### src/rtl/wb_stage_pkg.sv
// Shared rv32i types for the write-back end of the pipeline: word/register
// typedefs, the regfile mux select encoding and the MEM/WB register bundle.
package rv32i_types;

    typedef logic [31:0] rv32i_word;
    typedef logic [4:0]  rv32i_reg;

    typedef enum logic [3:0] {
        RFM_ALU      = 4'd0,
        RFM_BR_EN    = 4'd1,
        RFM_U_IMM    = 4'd2,
        RFM_PC_PLUS4 = 4'd3,
        RFM_LW       = 4'd4,
        RFM_LH       = 4'd5,
        RFM_LHU      = 4'd6,
        RFM_LB       = 4'd7,
        RFM_LBU      = 4'd8
    } regfilemux_sel_t;

    typedef struct packed {
        logic            valid;
        logic            load_regfile;
        regfilemux_sel_t sel;
        rv32i_reg        rd;
        rv32i_word       alu_out;
        logic            br_en;
        rv32i_word       u_imm;
        rv32i_word       pc;
        rv32i_word       rdata;
    } memwb_pipe_t;

    localparam memwb_pipe_t MEMWB_RESET = '{
        valid:        1'b0,
        load_regfile: 1'b0,
        sel:          RFM_ALU,
        rd:           5'd0,
        alu_out:      32'd0,
        br_en:        1'b0,
        u_imm:        32'd0,
        pc:           32'd0,
        rdata:        32'd0
    };

    function automatic logic is_load(input regfilemux_sel_t sel);
        return (sel == RFM_LW) || (sel == RFM_LH) || (sel == RFM_LHU) ||
               (sel == RFM_LB) || (sel == RFM_LBU);
    endfunction

endpackage

### src/rtl/wb_stage_load_align.sv
// Load extraction: picks the byte/halfword addressed by offset out of the
// aligned dcache word and sign- or zero-extends it to a full register value.
module load_align
    import rv32i_types::*;
(
    input  rv32i_word       rdata,
    input  logic [1:0]      offset,
    input  regfilemux_sel_t sel,
    output rv32i_word       load_val
);

    logic [15:0] half;
    logic [7:0]  byte_v;

    // Halfword offset bit 0 is ignored: misaligned halfwords are not trapped.
    always_comb begin
        half = offset[1] ? rdata[31:16] : rdata[15:0];
    end

    always_comb begin
        case (offset)
            2'd0:    byte_v = rdata[7:0];
            2'd1:    byte_v = rdata[15:8];
            2'd2:    byte_v = rdata[23:16];
            default: byte_v = rdata[31:24];
        endcase
    end

    always_comb begin
        load_val = 32'd0;
        case (sel)
            RFM_LW:  load_val = rdata;
            RFM_LH:  load_val = {{16{half[15]}}, half};
            RFM_LHU: load_val = {16'd0, half};
            RFM_LB:  load_val = {{24{byte_v[7]}}, byte_v};
            RFM_LBU: load_val = {24'd0, byte_v};
            default: load_val = 32'd0;
        endcase
    end

endmodule

### src/rtl/wb_stage.sv
// rv32i write-back stage: MEM/WB pipeline register, final regfile mux with
// load extension, regfile write port and a retired-instruction counter.
module wb_stage
    import rv32i_types::*;
#(
    parameter int INSTRET_W = 64
) (
    input  logic                 clk,
    input  logic                 rst,
    input  logic                 stall,
    input  logic                 exmem_valid,
    input  logic                 exmem_load_regfile,
    input  logic [3:0]           exmem_regfilemux_sel,
    input  logic [4:0]           exmem_rd,
    input  logic [31:0]          exmem_alu_out,
    input  logic                 exmem_br_en,
    input  logic [31:0]          exmem_u_imm,
    input  logic [31:0]          exmem_pc,
    input  logic [31:0]          mem_rdata,
    output logic                 memwb_load_regfile,
    output logic [4:0]           memwb_rd,
    output logic [31:0]          wb_regfilemux_out,
    output logic [31:0]          memwb_pc,
    output logic [INSTRET_W-1:0] instret
);

    memwb_pipe_t          pipe_q, pipe_d;
    logic [INSTRET_W-1:0] instret_q, instret_d;
    rv32i_word            load_val;
    rv32i_word            mux_out;

    always_comb begin
        pipe_d = pipe_q;
        if (!stall) begin
            pipe_d.valid        = exmem_valid;
            pipe_d.load_regfile = exmem_load_regfile;
            pipe_d.sel          = regfilemux_sel_t'(exmem_regfilemux_sel);
            pipe_d.rd           = exmem_rd;
            pipe_d.alu_out      = exmem_alu_out;
            pipe_d.br_en        = exmem_br_en;
            pipe_d.u_imm        = exmem_u_imm;
            pipe_d.pc           = exmem_pc;
            pipe_d.rdata        = mem_rdata;
        end
    end

    always_ff @(posedge clk or posedge rst) begin
        if (rst) begin
            pipe_q <= MEMWB_RESET;
        end else begin
            pipe_q <= pipe_d;
        end
    end

    // An instruction retires on the edge that moves it out of WB.
    always_comb begin
        instret_d = instret_q;
        if (pipe_q.valid && !stall) begin
            instret_d = instret_q + INSTRET_W'(1);
        end
    end

    always_ff @(posedge clk or posedge rst) begin
        if (rst) begin
            instret_q <= '0;
        end else begin
            instret_q <= instret_d;
        end
    end

    load_align u_load_align (
        .rdata    (pipe_q.rdata),
        .offset   (pipe_q.alu_out[1:0]),
        .sel      (pipe_q.sel),
        .load_val (load_val)
    );

    always_comb begin
        mux_out = 32'd0;
        case (pipe_q.sel)
            RFM_ALU:      mux_out = pipe_q.alu_out;
            RFM_BR_EN:    mux_out = {31'd0, pipe_q.br_en};
            RFM_U_IMM:    mux_out = pipe_q.u_imm;
            RFM_PC_PLUS4: mux_out = pipe_q.pc + 32'd4;
            default:      mux_out = is_load(pipe_q.sel) ? load_val : 32'd0;
        endcase
    end

    // Write stays asserted through a stall; the repeated write is harmless.
    assign memwb_load_regfile = pipe_q.valid && pipe_q.load_regfile && (pipe_q.rd != 5'd0);
    assign memwb_rd           = pipe_q.rd;
    assign wb_regfilemux_out  = mux_out;
    assign memwb_pc           = pipe_q.pc;
    assign instret            = instret_q;

endmodule

### config.mk
export PLATFORM = sky130hd
export DESIGN_NAME = wb_stage
export DESIGN_NICKNAME = d
export VERILOG_FILES = /design/src/rtl/wb_stage_pkg.sv /design/src/rtl/wb_stage_load_align.sv /design/src/rtl/wb_stage.sv
export SDC_FILE = /design/constraint.sdc
export NUM_CORES = 1
export LEC_CHECK = 0
export CORE_ASPECT_RATIO = 1.2
export CORE_UTILIZATION = 36
export DETAILED_ROUTE_END_ITERATION = 16
export HOLD_SLACK_MARGIN = 0.02
export MAX_ROUTING_LAYER = met4
export SETUP_SLACK_MARGIN = 0.1
export SLEW_MARGIN = 20
export SYNTH_ARGS = -nofsm -noshare
export SYNTH_HDL_FRONTEND = slang
export SYNTH_SLANG_ARGS = --single-unit
### constraint.sdc
create_clock -name clk -period 7.2 [get_ports clk]
set_input_delay 1.44 -clock clk [delete_from_list [all_inputs] [get_ports clk]]
set_output_delay 1.44 -clock clk [all_outputs]
set_load 0.05 [all_outputs]
---- Yosys cells after proc, flatten, opt, wreduce, memory -nomap -nowiden ----
Index checks and enable logic that the tools add are counted.
cells by class
  mux-type cells .......................... 5
  eq/ne operators ......................... 10
  reductions and logical operators ........ 11
  add/subtract/negate cells ............... 2
operators with widths
  cell                                                  count
  case mux 32 bit (5 select lines)                      1
  case mux 32 bit (4 select lines)                      1
  adder 64 x 1 -> 64 bit (second input constant)        1
  adder 32 x 3 -> 32 bit (second input constant)        1
  2-to-1 mux 32 bit                                     1
  case mux 8 bit (3 select lines)                       1
  equality test 4 x 3 -> 1 bit (second input constant)  4
  2-to-1 mux 16 bit                                     1
  equality test 4 x 2 -> 1 bit (second input constant)  2
  nonzero test 5 bit                                    1
  equality test 4 x 1 -> 1 bit (second input constant)  1
  equality test 4 bit (second input constant)           1
  zero test 4 bit                                       1
  logical OR 1 bit                                      4
  logical AND 1 bit                                     3
  equality test 2 x 1 -> 1 bit (second input constant)  1
  equality test 2 bit (second input constant)           1
  zero test 2 bit                                       1
  zero test 1 bit                                       1
word-level totals
  word-level logic and storage cells ...... 38
  input port bits ......................... 143
  bits in registers ....................... 204
  output and inout bits ................... 134

---- Longest topological paths before layout ----
Gate-level depths: netlist (run 1).
  word-level depth ........................ 7
  mapped depth ............................ 7
  mapped depth without buffers ............ 6

---- Modules after synthesis ----
A second synthesis (run 1) with hierarchy kept.
unflattened totals
  cell total of the unflattened synthesis .. 898
  area total of the unflattened synthesis .. 10565.1 µm²
by module, submodules not included
  module      times used  sequential area each (µm²)  cells an instance  area an instance (µm²)
  wb_stage    1           5104.9                      777                9624.2
  load_align  1           0.0                         121                940.9

---- Least setup slack after synthesis (run 1) ----
No wires, ideal clock.
  path type ............................... reg2out
  start point ............................. register pipe_q, in the netlist memwb_pc[2]
  end point ............................... output wb_regfilemux_out[26]
  buffers on the path ..................... 0
  stages on the path, launching flop included .. 7
  required time ........................... 5.760 ns
  path slack .............................. 2.998 ns
  arrival time ............................ 2.762 ns
  cell sequence ........................... dfrtp_1 ha_1 nand3_1 nor4_2 nand4_1 xor2_1 o21ai_0
on the way
  cells in the longest elaborated chain, start to end .. 2
RTL lines
  what                              RTL line        RTL
  from (decl)                       wb_stage.sv:27  memwb_pipe_t pipe_q, pipe_d;
  from (signal assigned)            wb_stage.sv:51  pipe_q <= pipe_d;
  adder 32 x 3 -> 32 bit            wb_stage.sv:84  RFM_PC_PLUS4: mux_out = pipe_q.pc + 32'd4;
  case mux 32 bit (4 select lines)  wb_stage.sv:80  case (pipe_q.sel)
  to (decl)                         wb_stage.sv:22  output logic [31:0] wb_regfilemux_out,
No other way between the ends.

---- Worst setup path after layout (run 1) ----
  start point ............................. register pipe_q, in the netlist memwb_pc[2]
  end point ............................... output wb_regfilemux_out[22]
The elaborated chain is that of the path after synthesis.

==> results of run 1 <==
==> worst reg2reg max path: stages, from the launching register on <==
cell     delay (ns)
dfrtp_1        0.46
nand4_1        0.25
nor4_4         0.61
nand4_2        0.46
nor3_1         0.34
xor2_1         0.19
==> state kept, by name, summed over array words and instances, names as in the netlist <==
name,flops
pipe_q,103
instret,64
memwb_rd,5
memwb_pc,32
==> worst min-delay path by stage <==
stage	start	to	slack, ns	cells past startpoint
after global routing	instret[63]$_DFFE_PP0P_	instret[63]$_DFFE_PP0P_	0.50	1
after global placement	instret[63]$_DFFE_PP0P_	instret[63]$_DFFE_PP0P_	0.46	1
after CTS	instret[63]$_DFFE_PP0P_	instret[63]$_DFFE_PP0P_	0.48	1
after floorplan	pipe_q[80]$_DFFE_PP0N_	pipe_q[80]$_DFFE_PP0N_	0.47	1
final	instret[63]$_DFFE_PP0P_	instret[63]$_DFFE_PP0P_	0.48	1
after detailed placement	instret[63]$_DFFE_PP0P_	instret[63]$_DFFE_PP0P_	0.46	1
==> kinds of logic after synthesis <==
logic type / Yosys count / share of synthesized area
AOI/OAI and AO/OA: 84 / 0.0559
DFF: 204 / 0.494
xor gates and xnor gates: 91 / 0.0771
muxes: 181 / 0.204
adders and majority gates: 2 / 0.00242
and+or+nand+nor: 205 / 0.117
buffers and inverters: 91 / 0.0501
==> through the flow <==
| step | util | cells | area, sq um | hold slack (ns) |
|---|---|---|---|---|
| 3_5_place_dp | 0.470 | 1443 | 13200 | 0.465 |
| 2_1_floorplan | - | 858 | 10300 | 0.474 |
| 4_1_cts | 0.498 | 1485 | 14000 | 0.482 |
| 5_1_grt | 0.498 | 1489 | 14000 | 0.496 |
| 3_3_place_gp | 0.470 | 1443 | 13200 | 0.464 |
| 6_report | 0.498 | 1489 | 14000 | 0.479 |
==> layer usage <==
metal	track usage	wire length, um	share of wire	vias up
li1	-	-	-	3536
met1	0.266	12700	0.41	3763
met2	0.345	14900	0.48	307
met3	0.0663	2820	0.090	41
met4	0.0633	774	0.025	0
met5	-	0	0	-
==> power groups by stage <==
stage	clock network (mW)	registers [mW]	logic (mW)
floorplan	0	1.38	0.511
finish	1.23	1.36	0.818
global placement	0	1.38	0.822
global route	1.32	1.38	0.865
CTS	1.27	1.36	0.827
detailed placement	0	1.38	0.824
==> cell type report <==
type,count,area (sq um)
Clock buffer,35,713
Multi-Input combinational cell,563,4720
Timing Repair Buffer,285,2830
Clock inverter,7,85.1
Antenna cell,4,10.0
Inverter,12,52.6
Fill cell,2573,14100
Tap cell,379,474
Sequential cell,204,5110
==> synthesized netlist by cell type (all sizes together), types with 3 or more instances <==
cell | n | area share
o21ai | 22 | 0.011
a221oi | 15 | 0.013
inv | 12 | 0.0044
xor2 | 42 | 0.036
mux2i | 13 | 0.013
nor3 | 22 | 0.014
mux4 | 8 | 0.017
nand3 | 36 | 0.018
or3 | 3 | 0.0018
buf | 48 | 0.034
and3 | 12 | 0.0077
nor4 | 11 | 0.013
o211ai | 5 | 0.0036
nand4 | 30 | 0.021
nor2 | 30 | 0.011
mux2 | 160 | 0.17
xnor2 | 49 | 0.042
nand2 | 46 | 0.017
and4 | 5 | 0.0044
o2111ai | 5 | 0.0042
a21oi | 14 | 0.0068
clkbuf | 31 | 0.011
dfrtp | 204 | 0.49
a22oi | 13 | 0.0094
==> impl_metrics.csv, run 1 <==
group,metric,value,unit
status,status,"finished, final reports clean",
synth,async_reset_ff_frac,1.00,
setup_path,cp_max_fo,8,
timing,slew_headroom,0.280,
setup_path,rr_endpoint,"instret[56]$_DFFE_PP0P_",
setup_path,cp_top_family,"simple AND/OR/NAND/NOR gates",
clock_tree,cts_tree,"done",
setup_path,crit_top_cell,"nand3_1",
synth,syn_inst,858,
synth,syn-cell-area,0.0103,sq mm
clock_tree,hold_buffers,0,
power_and_ir_drop,total_power,3.41,mW
clock_tree,clock_latency,0.52,ns
clock_tree,cts_setup_buffers,0,
synth,yosysUniqueCellTypes,54,
power_and_ir_drop,switching_power,1.07,mW
finish,fin_nets,1235,
floorplan,num_io_pins,277,
setup_path,r2r-start,"instret[4]$_DFFE_PP0P_",
floorplan,die_x,157,um
power_and_ir_drop,power_density,244,mW/mm^2
synth,dominantRegCellSynth,"dfrtp_1",
clock_tree,ctsResizeCount,0,
route,ant_nets,0,
power_and_ir_drop,seq_power_share,0.399,
timing,period_share,0.755,
setup_path,crit_type,"flop to output pin",
route,drt-pass1-iter-count,6,
min_path,hold_class,"flop to flop",
setup_path,critPathLaunchType,"flop",
place,hpwl,22700,um
route,initialDrtViolationCount,364,
route,routed_via_density,5.14,
power_and_ir_drop,p_clk_frac,0.361,
setup_path,r2r_slack,4.80,ns
timing,timing.final.hold_violations,0,
power_and_ir_drop,comb_power_share,0.240,
synth,yosys_warnings,0,
finish,final_common_cell,"clkdlybuf4s50_1",
floorplan,core-area,0.0281,sq mm
clock_tree,cts.clk_slew.worst_paths,0.06,ns
clock_tree,clockRootBuffer,"clkbuf_16",
clock_tree,cts_made_buffers,24,
route,wl_per_cell,20.9,um
global_routing,antenna_found_initial,4,
global_routing,grt_pass1_vias,7933,
finish,final_cell_mix,"clkdlybuf4s50_1, dfrtp_1, mux2_2",
setup_path,endpoint,"wb_regfilemux_out[22]",
setup_path,cpMaxStageDelayCell,"nor4_2",
global_routing,grt_overflow,0,
power_and_ir_drop,switching_share,0.314,
clock_tree,clockBufferDepth,3,
setup_path,cp_data_required_time,5.76,ns
setup_path,cp_num_cells,7,
finish,syn2layout_area_growth,35.3,%
timing,skew,0.0102,ns
power_and_ir_drop,peakVddDrop,0.177,mV
route,drc,0,
clock_tree,htree_levels,1,
timing,final.setup.tns,0,ns
route,routed_wl,31200,um
timing,rsz0062_at_grt,"no",
global_routing,grt_pass1_wl,47300,um
timing,worst_slew_pin_slew,1.07,ns
synth,synth_nets,1003,
power_and_ir_drop,p_int,2.34,mW
timing,maxSlewViolCount,0,
place,port_buffers,276,
route,via_count,7647,
setup_path,cp-end-kind,"output pin",
job,drv_cap,0,
timing,worst_slack,1.77,ns
floorplan,start_util,0.368,
synth,synth_edf_count,0,
setup_path,slowest_delay,0.99,ns
setup_path,r2r.worst_path.cells,5,
setup_path,path_cells,"ha_1 -> nand3_1 -> nor4_2 -> nand3_1 -> xor2_1 -> o21ai_0 -> clkdlybuf4s50_1",
setup_path,crit_start,"memwb_pc[2]$_DFFE_PP0N_",
timing,period_minus_slack,5.43,ns
clock_tree,cts_sinks,204,
global_routing,grt_max_degree,91,
floorplan,row_count,67,
timing,max_freq,184,MHz
place,gp_congestion,0.931,
place,dp_slack,2.33,ns
setup_path,crit_arrival,3.99,ns
synth,postSynthAreaPerCell,12.1,sq um
floorplan,dieArea,0.0294,sq mm
setup_path,cp_num_buf_inv,1,
timing,setup_viol,0,
finish,drive_above_1_share,0.221,
floorplan,dieHeight,188,um
global_routing,grt_usage,0.218,
power_and_ir_drop,p_leak,5.69,nW
synth,yosysSeqAreaShare,0.494,
synth,synth-seq-cells,204,
(Power assumes the default switching activity.)
==> inputs of run 2 (changes only) <==
Clock period 7.2 ns to 5.3 ns, I/O delays scaled along.
==> run 2 against run 1 <==
Against the previous run: combinational power grew 36%; via count shrank 0.17%; hold slack lost 0.0086 ns; sequential power grew 35%; clock-buffer cell count shrank 1; clock skew shrank 0.0030 ns; sequential share of layout area shrank 0.088 points; register-to-register slack lost 1.7 ns; utilization grew 0.12 points; largest power group unchanged.
==> impl_metrics.csv, run 2 (same netlist as run 1, synthesis figures left out) <==
group,metric,value,unit
place,hpwl,22600,um
setup_path,cp-end-kind,"output pin",
clock_tree,hold_buffers,0,
finish,final.fill_count,2574,
finish,drive_above_1_share,0.223,
setup_path,crit_arrival,3.55,ns
clock_tree,clockRootBuffer,"clkbuf_16",
setup_path,cp_max_fo,14,
timing,max_freq,217,MHz
route,ant_nets,0,
clock_tree,cts_made_buffers,24,
floorplan,die_x,157,um
timing,final.setup.tns,0,ns
global_routing,grt_usage,0.215,
clock_tree,cts_setup_buffers,0,
floorplan,dieArea,0.0294,sq mm
clock_tree,htree_levels,1,
global_routing,grt_pass1_vias,7886,
timing,hold-worst-slack,0.470,ns
finish,final_cell_mix,"clkdlybuf4s50_1, dfrtp_1, mux2_2",
power_and_ir_drop,p_clk_frac,0.362,
power_and_ir_drop,p_leak,5.70,nW
timing,worst_slew_pin_slew,0.972,ns
global_routing,grt_overflow,0,
route,routed_via_density,5.12,
route,drt-pass1-iter-count,5,
finish,top_register,"pipe_q",
finish,multi_input_area,0.00472,sq mm
finish,fin_nets,1237,
clock_tree,cts_tree,"done",
min_path,hold_class,"flop to flop",
timing,timing.final.hold_violations,0,
place,port_buffers,276,
timing,rsz0062_at_grt,"no",
setup_path,cp_data_required_time,4.24,ns
floorplan,num_io_pins,277,
status,status,"finished, final reports clean",
route,initialDrtViolationCount,406,
clock_tree,clockBufferDepth,3,
setup_path,critPathLaunchType,"flop",
power_and_ir_drop,comb_power_share,0.240,
power_and_ir_drop,p_int,3.17,mW
timing,worst_slack,0.692,ns
place,gp_congestion,0.927,
timing,maxSlewViolCount,0,
timing,skew,0.00722,ns
finish,seq_area,0.00511,sq mm
timing,period_minus_slack,4.61,ns
power_and_ir_drop,switching_share,0.315,
timing,slew_headroom,0.350,
job,drv_cap,0,
floorplan,dieHeight,188,um
route,drc,0,
power_and_ir_drop,switching_power,1.46,mW
global_routing,grt_pass1_wl,46700,um
timing,period_share,0.869,
clock_tree,ctsResizeCount,0,
power_and_ir_drop,power_density,330,mW/mm^2
route,wl_per_cell,20.6,um
clock_tree,clock_latency,0.51,ns
route,routed_wl,30700,um
finish,stdcell_count,1490,
place,placed_cells_incl_taps,1445,
floorplan,core-area,0.0281,sq mm
power_and_ir_drop,seq_power_share,0.398,
finish,syn2layout_area_growth,35.7,%
global_routing,antenna_found_initial,0,
setup_path,crit_type,"flop to output pin",
timing,setup_viol,0,
clock_tree,cts.clk_slew.worst_paths,0.06,ns
floorplan,start_util,0.368,
place,dp_slack,1.25,ns
global_routing,grt_max_degree,98,
clock_tree,cts_sinks,204,
route,via_count,7634,
floorplan,row_count,67,
power_and_ir_drop,total_power,4.63,mW
power_and_ir_drop,peakVddDrop,0.353,mV
finish,largest_reg_flops,103,
finish,final_common_cell,"clkdlybuf4s50_1",
-- run 2: cell type report --
| class | count | share of cell area |
|---|---|---|
| Clock buffer | 34 | 0.0499 |
| Clock inverter | 10 | 0.00740 |
| Inverter | 12 | 0.00348 |
| Sequential cell | 204 | 0.364 |
| Tap cell | 379 | 0.0338 |
| Multi-Input combinational cell | 563 | 0.337 |
| Antenna cell | 1 | 0.000178 |
| Timing Repair Buffer | 287 | 0.205 |
-- run 2: through the flow --
stage	instance area, sq um	util
finish	14000	0.500
global route	14000	0.499
CTS	14000	0.499
detailed placement	13200	0.471
global placement	13200	0.471
floorplan	10300	-
-- run 2: metal layers --
metal / track usage / wire [um] / vias to the layer above
met2: 0.354 / 14900 / 294
met3: 0.0629 / 2720 / 55
met4: 0.0573 / 790 / 0
li1: - / - / 3532
met1: 0.255 / 12300 / 3753
met5: - / 0 / -
-- run 2: worst paths after layout --
kind	slack (ns)	cells after the start	end	start
max reg2reg	3.12	5	instret[59]$_DFFE_PP0P_	instret[23]$_DFFE_PP0P_
max in group asynchronous	3.32	3	pipe_q[135]$_DFFE_PP0N_	rst
min in group asynchronous	1.01	2	memwb_pc[14]$_DFFE_PP0N_	rst
max	0.69	5	wb_regfilemux_out[28]	pipe_q[136]$_DFFE_PP0N_
min	0.47	1	instret[63]$_DFFE_PP0P_	instret[63]$_DFFE_PP0P_
min reg2reg	0.47	1	instret[63]$_DFFE_PP0P_	instret[63]$_DFFE_PP0P_
-- run 2: worst max-delay path, cell delays in order (launching register included) --
cell and delay [ns]:
dfrtp_1 0.50, or2_2 0.43, nor2_1 0.76, a221oi_1 0.23, o21ai_0 0.23, clkdlybuf4s50_1 0.88
-- run 2: power groups by stage --
stage,logic (mW),clock network (mW),registers (mW)
4_1_cts,1.12,1.72,1.85
2_1_floorplan,0.694,0,1.87
3_3_place_gp,1.12,0,1.87
6_report,1.11,1.68,1.84
3_5_place_dp,1.12,0,1.87
5_1_grt,1.17,1.78,1.87
